**src/rtl/music_play_ctrl.sv**
```systemverilog
// music_play_ctrl: sequencer between the alarm/key FSM and the music-player
// datapath. Loads the song base into the address counter, fetches each note
// word from the synchronous ROM, plays it for one beat with a silent
// articulation gap, then steps the counter. Stops at the end marker, loops
// when LOOP_EN is set, and a watchdog caps the number of entries per pass.
module music_play_ctrl #(
    parameter int MSC_N     = 5,
    parameter int BEAT_CYC  = 12500000,
    parameter int GAP_CYC   = 1250000,
    parameter int MAX_NOTES = 1023,
    parameter int LOOP_EN   = 0
) (
    input  logic             sysclk,
    input  logic             rst_n,
    input  logic [MSC_N-1:0] play_req,
    input  logic             stop,
    input  logic             pause,
    input  logic [7:0]       rom_data,
    output logic [MSC_N-1:0] sel,
    output logic             add,
    output logic [6:0]       note,
    output logic             note_vld,
    output logic             busy,
    output logic [MSC_N-1:0] song_id
);

    localparam int BW = $clog2(BEAT_CYC + 1);
    localparam int NW = $clog2(MAX_NOTES + 1);

    localparam logic [BW-1:0] BEAT_LAST = BW'(BEAT_CYC - 1);
    localparam logic [BW-1:0] VLD_END   = BW'(BEAT_CYC - GAP_CYC);
    localparam logic [NW-1:0] NOTE_MAX  = NW'(MAX_NOTES);

    typedef enum logic [2:0] {
        IDLE,
        LOAD,
        FETCH1,
        FETCH2,
        PLAY,
        ADV
    } state_t;

    state_t          state_reg;
    logic [BW-1:0]   beat_cnt_reg;
    logic [NW-1:0]   note_cnt_reg;
    logic [6:0]      note_lat_reg;

    logic [MSC_N:0]   req_seen;
    logic [MSC_N-1:0] req_first;
    logic             req_any;
    logic [6:0]       rom_code;
    logic [BW-1:0]    beat_nxt;

    // Priority pick: a request bit wins only if no lower-index bit is set.
    assign req_seen[0] = 1'b0;
    generate
        for (genvar gi = 0; gi < MSC_N; gi++) begin : g_prio
            assign req_first[gi]  = play_req[gi] & ~req_seen[gi];
            assign req_seen[gi+1] = req_seen[gi] | play_req[gi];
        end
    endgenerate
    assign req_any = req_seen[MSC_N];

    // Words with bit7 set (other than the end marker) are rests.
    assign rom_code = rom_data[7] ? 7'd0 : rom_data[6:0];
    assign beat_nxt = beat_cnt_reg + BW'(1);

    // Sequencer FSM; every output is a register loaded for the next state.
    always_ff @(posedge sysclk) begin
        if (!rst_n) begin
            state_reg    <= IDLE;
            beat_cnt_reg <= '0;
            note_cnt_reg <= '0;
            note_lat_reg <= '0;
            sel          <= '0;
            add          <= 1'b0;
            note         <= '0;
            note_vld     <= 1'b0;
            busy         <= 1'b0;
            song_id      <= '0;
        end else begin
            // Load/increment strobes are single-cycle unless re-armed below.
            sel <= '0;
            add <= 1'b0;
            if (state_reg != IDLE && stop) begin
                state_reg <= IDLE;
                note      <= '0;
                note_vld  <= 1'b0;
                busy      <= 1'b0;
                song_id   <= '0;
            end else if (req_any && state_reg != LOAD) begin
                // New request (or preemption); ignored during LOAD so sel
                // can never stay high for two consecutive cycles.
                state_reg <= LOAD;
                song_id   <= req_first;
                sel       <= req_first;
                busy      <= 1'b1;
                note      <= '0;
                note_vld  <= 1'b0;
            end else begin
                case (state_reg)
                    IDLE: begin
                        state_reg <= IDLE;
                    end
                    LOAD: begin
                        note_cnt_reg <= '0;
                        state_reg    <= FETCH1;
                    end
                    FETCH1: begin
                        state_reg <= FETCH2;
                    end
                    FETCH2: begin
                        if (rom_data == 8'hFF) begin
                            if (LOOP_EN != 0) begin
                                state_reg <= LOAD;
                                sel       <= song_id;
                            end else begin
                                state_reg <= IDLE;
                                busy      <= 1'b0;
                                song_id   <= '0;
                            end
                        end else begin
                            note_lat_reg <= rom_code;
                            note_cnt_reg <= note_cnt_reg + NW'(1);
                            beat_cnt_reg <= '0;
                            note         <= rom_code;
                            note_vld     <= (rom_code != 7'd0);
                            state_reg    <= PLAY;
                        end
                    end
                    PLAY: begin
                        if (pause) begin
                            note     <= '0;
                            note_vld <= 1'b0;
                        end else if (beat_cnt_reg == BEAT_LAST) begin
                            note      <= '0;
                            note_vld  <= 1'b0;
                            add       <= (note_cnt_reg != NOTE_MAX);
                            state_reg <= ADV;
                        end else begin
                            beat_cnt_reg <= beat_nxt;
                            if (beat_nxt < VLD_END && note_lat_reg != 7'd0) begin
                                note     <= note_lat_reg;
                                note_vld <= 1'b1;
                            end else begin
                                note     <= '0;
                                note_vld <= 1'b0;
                            end
                        end
                    end
                    ADV: begin
                        if (note_cnt_reg == NOTE_MAX) begin
                            state_reg <= IDLE;
                            busy      <= 1'b0;
                            song_id   <= '0;
                        end else begin
                            state_reg <= FETCH1;
                        end
                    end
                    default: begin
                        state_reg <= IDLE;
                        busy      <= 1'b0;
                        song_id   <= '0;
                    end
                endcase
            end
        end
    end

endmodule

```
**config.mk**
```make
export PLATFORM = sky130hd
export DESIGN_NAME = music_play_ctrl
export DESIGN_NICKNAME = d
export VERILOG_FILES = /design/src/rtl/music_play_ctrl.sv
export SDC_FILE = /design/constraint.sdc
export NUM_CORES = 1
export LEC_CHECK = 0
export CAP_MARGIN = 30
export CORE_UTILIZATION = 55
export DETAILED_ROUTE_END_ITERATION = 12
export HOLD_SLACK_MARGIN = 0.1
export PLACE_DENSITY = 0.76
export RECOVER_POWER = 25
export SYNTH_ARGS = -nofsm -noshare
export SYNTH_HDL_FRONTEND = slang
export SYNTH_SLANG_ARGS = --single-unit
export TNS_END_PERCENT = 50
```
**constraint.sdc**
```tcl
create_clock -name sysclk -period 3 [get_ports sysclk]
set_input_delay 0.75 -clock sysclk [delete_from_list [all_inputs] [get_ports sysclk]]
set_output_delay 0.75 -clock sysclk [all_outputs]
set_load 0.01 [all_outputs]
```
Yosys cells after proc, flatten, opt, wreduce, memory -nomap -nowiden

Index checks and enable logic that the tools add are counted.

Order comparisons: 1
Bitwise operators: 18
$add $sub $neg: 2
Reductions and logical operators: 21
Eq/ne operators: 19
Muxes and demuxes: 31

Operator list:

| cell                    | count |
|---|---|
| $mux W24                | 3 |
| $pmux W24 S2            | 1 |
| $mux W7                 | 5 |
| $add A24 B1 Y24 const B | 1 |
| $eq A24 B24 Y1 const B  | 1 |
| $lt A24 B24 Y1 const B  | 1 |
| $pmux W10 S2            | 1 |
| $mux W5                 | 3 |
| $pmux W3 S5             | 1 |
| $pmux W5 S3             | 1 |
| $pmux W7 S2             | 1 |
| $reduce_bool A7 Y1      | 2 |
| $ne A3 B3 Y1 const B    | 4 |
| $add A10 B1 Y10 const B | 1 |
| $eq A10 B10 Y1 const B  | 1 |
| $mux W10                | 1 |
| $ne A10 B10 Y1 const B  | 1 |
| $not A1 Y1              | 10 |
| $mux W3                 | 3 |
| $eq A8 B8 Y1 const B    | 1 |
| $mux W1                 | 8 |
| $ne A2 B2 Y1 const B    | 4 |
| $reduce_and A4 Y1       | 2 |
| $eq A3 B2 Y1 const B    | 2 |
| other kinds (20)        | 33 |

Flip-flop bits (word level): 64
Logic and storage cells: 103
Output and inout bits: 20

Depth between registers and ports, before layout

Depth in word-level cells: 7
Depth in mapped cells: 10
Depth with buffers taken out: 9

Worst setup path before layout

No wires, ideal clock.

Kind: input-to-reg
Start point: input port play_req[1]
End point: register beat_cnt_reg[17]
Setup time: 0.070 ns
Setup slack: 0.523 ns
Path buffers: 0
Stages: 8
Arrival time: 2.407 ns
Data required time: 2.930 ns
Path through: nor4_4 -> nand2b_2 -> mux2i_1 -> a31oi_1 -> a211oi_4 -> nand4_1 -> or3_1 -> a21oi_1

Longest elaborated chain between the ends: 7

Ends and longest elaborated chain:

| what                        | line | RTL |
|---|---|---|
| start, declared             | 15   | `input logic [MSC_N-1:0] play_req,` |
| $or A1 B1 Y1 (4 in a row)   | 59   | `assign req_seen[gi+1] = req_seen[gi] \| play_req[gi];` |
| $logic_and A1 B1 Y1         | 91   | `end else if (req_any && state_reg != LOAD) begin` |
| $not A1 Y1 (no line)        | --   |  |
| $reduce_and A6 Y1 (no line) | --   |  |
| end signal, assigned        | 141  | `beat_cnt_reg <= beat_nxt;` |
| end, declared               | 44   | `logic [BW-1:0] beat_cnt_reg;` |

No other way between the ends.
A chain may end at the register's enable or synchronous reset.

Worst setup path after layout

Start point: input port play_req[1]
End point: register note_cnt_reg[9]

Longest elaborated chain between the ends: 7

Ends and longest elaborated chain:

| what                        | line | RTL |
|---|---|---|
| $or A1 B1 Y1 (4 in a row)   | 59   |  |
| $logic_and A1 B1 Y1         | 91   |  |
| $not A1 Y1 (no line)        | --   |  |
| $reduce_and A4 Y1 (no line) | --   |  |
| end signal, assigned        | 124  | `note_cnt_reg <= note_cnt_reg + NW'(1);` |
| end, declared               | 45   | `logic [NW-1:0] note_cnt_reg;` |

No other way between the ends.

==> summary.md <==
| Metric | Value |
|---|---|
| Final setup margin | `between 150 and 200 ps` |
| CTS tree | `yes` |
| Initial antenna violation count | `0` |
| Syn_area_per_cell | `8.50 um^2` |
| Hold buffer count at CTS | `0` |
| Fin crit period | `roughly 2800 ps` |
| Initial Util | `58.7%` |
| Top cell type's share of synthesized area | `38.5%` |
| Syn Std Cell Area | `approximately 3300 um^2` |
| CTS max path bufs | `2` |
| Post-synthesis sequential area ratio | `slightly below 40%` |
| Nets | `459` |
| Distinct cells, synth | `55` |
| DRT iter0 DRCs | `152` |
| Max-slew violations | `0` |
| Clk slew on worst S/H paths | `60 ps` |
| Hold Path Origin | `song_id[4]` |
| Crit Path Max Fanout | `7` |
| Status | `finished clean` |
| H-tree depth | `3` |
| GRT Resource Usage Total | `26.6%` |
| DP Area | `roughly 3800 um^2` |
| CP required | `3280 ps` |
| Cell taking the most area after synthesis | `dfxtp_1` |
| Largest net degree at the start of global routing | `23` |
| Ys async rst share | `0%` |
| Hold endpoint | `song_id[4]` |
| WL/cell | `about 15 um` |
| Top-count cell post-synth | `dfxtp_1` |
| Fin. Hold Viols | `0` |
| Startpoint Class | `input port` |
| Core ar. | `5680 um^2` |
| Worst Hold Depth | `1` |
| Insertion delay to the later sink of the worst-skew pair | `about 350 ps` |
| FP Rows | `27` |
| Worst r2r src | `beat_cnt_reg[0]` |
| Fillers | `between 400 and 500` |
| Clock root cell | `clkbuf_8` |
| Grt ovf | `0` |
| Synth cell count leaders | `64 x dfxtp_1, 32 x nor2_1, 26 x nand2_1` |
| Setup bufs post-CTS | `0` |
| Largest cells by area after synthesis | `dfxtp_1 38%, xor2_1 5.0%, nand4_1 4.1%` |
| Io pins | `37` |
| Max-cap viol count | `0` |
| Cell count of the worst reg-to-reg path | `9` |
| Chip width | `79.8 um` |
| PD cells | `443 nW/um^2` |
| # DRC | `0` |
| DR vias/cell | `around 6` |
| Drt pass-1 iters | `4` |
| Drt total wl | `between 7000 and 8000 um` |
| Tcrit/Tclk final | `roughly 93%` |
| Share of post-route cells with drive strength above 1 | `9.26%` |
| Max-Slew Margin vs Limit | `40.7%` |
| Hold_ws | `around 450 ps` |
| Hpwl dp | `5510 um` |
| P_leak | `1.53 nW` |
| Crit Path Class | `in2reg` |
| Sink count of the clock tree | `64` |
| Vias in the first global route | `2,795` |
| HP Class | `reg2reg` |
| Place WS | `-142 ps` |
| Syn_nets | `between 400 and 500` |
| Finish-stage setup viols | `0` |
| Reg2reg setup slack | `approximately 310 ps` |
| Routed Antenna Nets | `0` |
| Die Area | `about 6400 um^2` |
| Clk_skew | `6.32 ps` |
| Largest register FFs | `24` |
| Port Buffer Count | `36` |
| Synth Instances | `roughly 400` |
| Maximum vdd drop | `between 300 and 400 uV` |
| Worst r2r dst | `note[3]` |
| Actual slew at the worst max-slew pin | `roughly 890 ps` |
| Post-layout total power | `roughly 1.8 mW` |
| # resized after CTS | `0` |
| Number of synthesized flops with an enable pin | `0` |
| Vias | `3,092` |
| First-pass GRT wire length | `around 13,000 um` |
| RSZ-0062 raised after global routing | `no` |
| TritonCTS Buffers | `9` |
| Ys Warns | `0` |
| Critical path arrival | `around 3100 ps` |
| Crit end category | `flop` |
| Die Span Y | `79.8 um` |
| Most used DFF post-synth | `dfxtp_1` |
| Flop and latch count out of synthesis | `64` |
| Placer Congestion | `between 0.9 and 1` |
| F_max | `approximately 0.36 GHz` |
| Antenna cells | `0` |
| Fin area | `about 4100 um^2` |
| Syn-to-layout area delta | `21.7%` |
==> cells in the final DEF, fill, tap and decap left out, types with 7 or more instances in the layout <==
cell type	instances
and3_1	9
o21ai_0	16
clkbuf_8	10
nor2_1	32
xor2_1	19
buf_4	18
dfxtp_1	64
nand2_1	26
nor3b_1	7
nor2b_1	14
clkdlybuf4s50_1	19
a21oi_1	18
nand3_1	15
xnor2_1	7
nand4_1	22
nor3_1	10
a21boi_0	7
or3_1	7
mux2i_1	12
dlygate4sd3_1	17
o22ai_1	8
nand2b_1	7
==> cell families (layout without fill, tap and decap cells) <==
kind of cell	Yosys count	in the layout	share of synthesized area, %
buffers and inverters	24	75	2.93
AND/OR/NAND/NOR	179	179	30.5
XOR/XNOR	26	26	6.84
flip-flops	64	64	38.5
adder cells (fa/ha/maj)	2	2	0.751
AO/OA/AOI/OAI	85	85	16.9
multiplexers	12	12	3.61
==> per-stage QoR <==
stage | cells | TNS, ps | utilization (%)
2_1_floorplan | 392 | 0 | -
3_3_place_gp | 501 | -46.0 | 67.8
3_5_place_dp | 501 | -622 | 67.8
4_1_cts | 515 | 0 | 71.5
5_1_grt | 515 | 0 | 71.4
6_report | 515 | 0 | 71.4
==> final cells by class <==
class | instances | area [um^2] | share of cell area, %
clock inverter | 4 | 70.1 | 1.73
inverter | 6 | 22.5 | 0.556
sequential | 64 | 1280 | 31.6
clock buffer | 10 | 138 | 3.40
timing repair buffer | 55 | 499 | 12.3
multi-input combinational | 304 | 1950 | 48.2
tap | 72 | 90.1 | 2.22
==> worst max-delay path, cell delays in order <==
cell             delay [ps]
clkdlybuf4s50_1         490
nor4_4                  340
nand2b_2                150
nand2b_1                180
a211oi_2                350
nand4_1                 280
or3_1                   380
a21oi_1                 150
==> metal layers <==
| metal | vias up | global-route usage [%] | wire length [um] |
|---|---|---|---|
| met5 | - | 0 | 0 |
| met4 | 0 | 10.0 | 136 |
| met3 | 15 | 6.06 | 414 |
| met2 | 91 | 41.9 | 3570 |
| met1 | 1446 | 35.4 | 3730 |
| li1 | 1540 | - | - |
==> worst max path at each step <==
stage                          from               end  cells after the start
global placement        play_req[1]   note_cnt_reg[5]                      8
CTS                     play_req[1]   note_cnt_reg[9]                      8
global route        beat_cnt_reg[0]          note_vld                      9
floorplan               play_req[1]  beat_cnt_reg[17]                      8
detailed placement      play_req[1]   note_cnt_reg[9]                      8
finish                  play_req[1]   note_cnt_reg[9]                      8
==> power by group <==
group	switching (mW)	internal, mW	total (mW)	leakage [nW]
registers	0.00924	0.859	0.868	0.517
logic	0.0645	0.0601	0.125	0.907
clock network	0.323	0.478	0.801	0.108
total	0.396	1.40	1.79	1.53
Note: power is estimated with default switching activity, not from simulation.
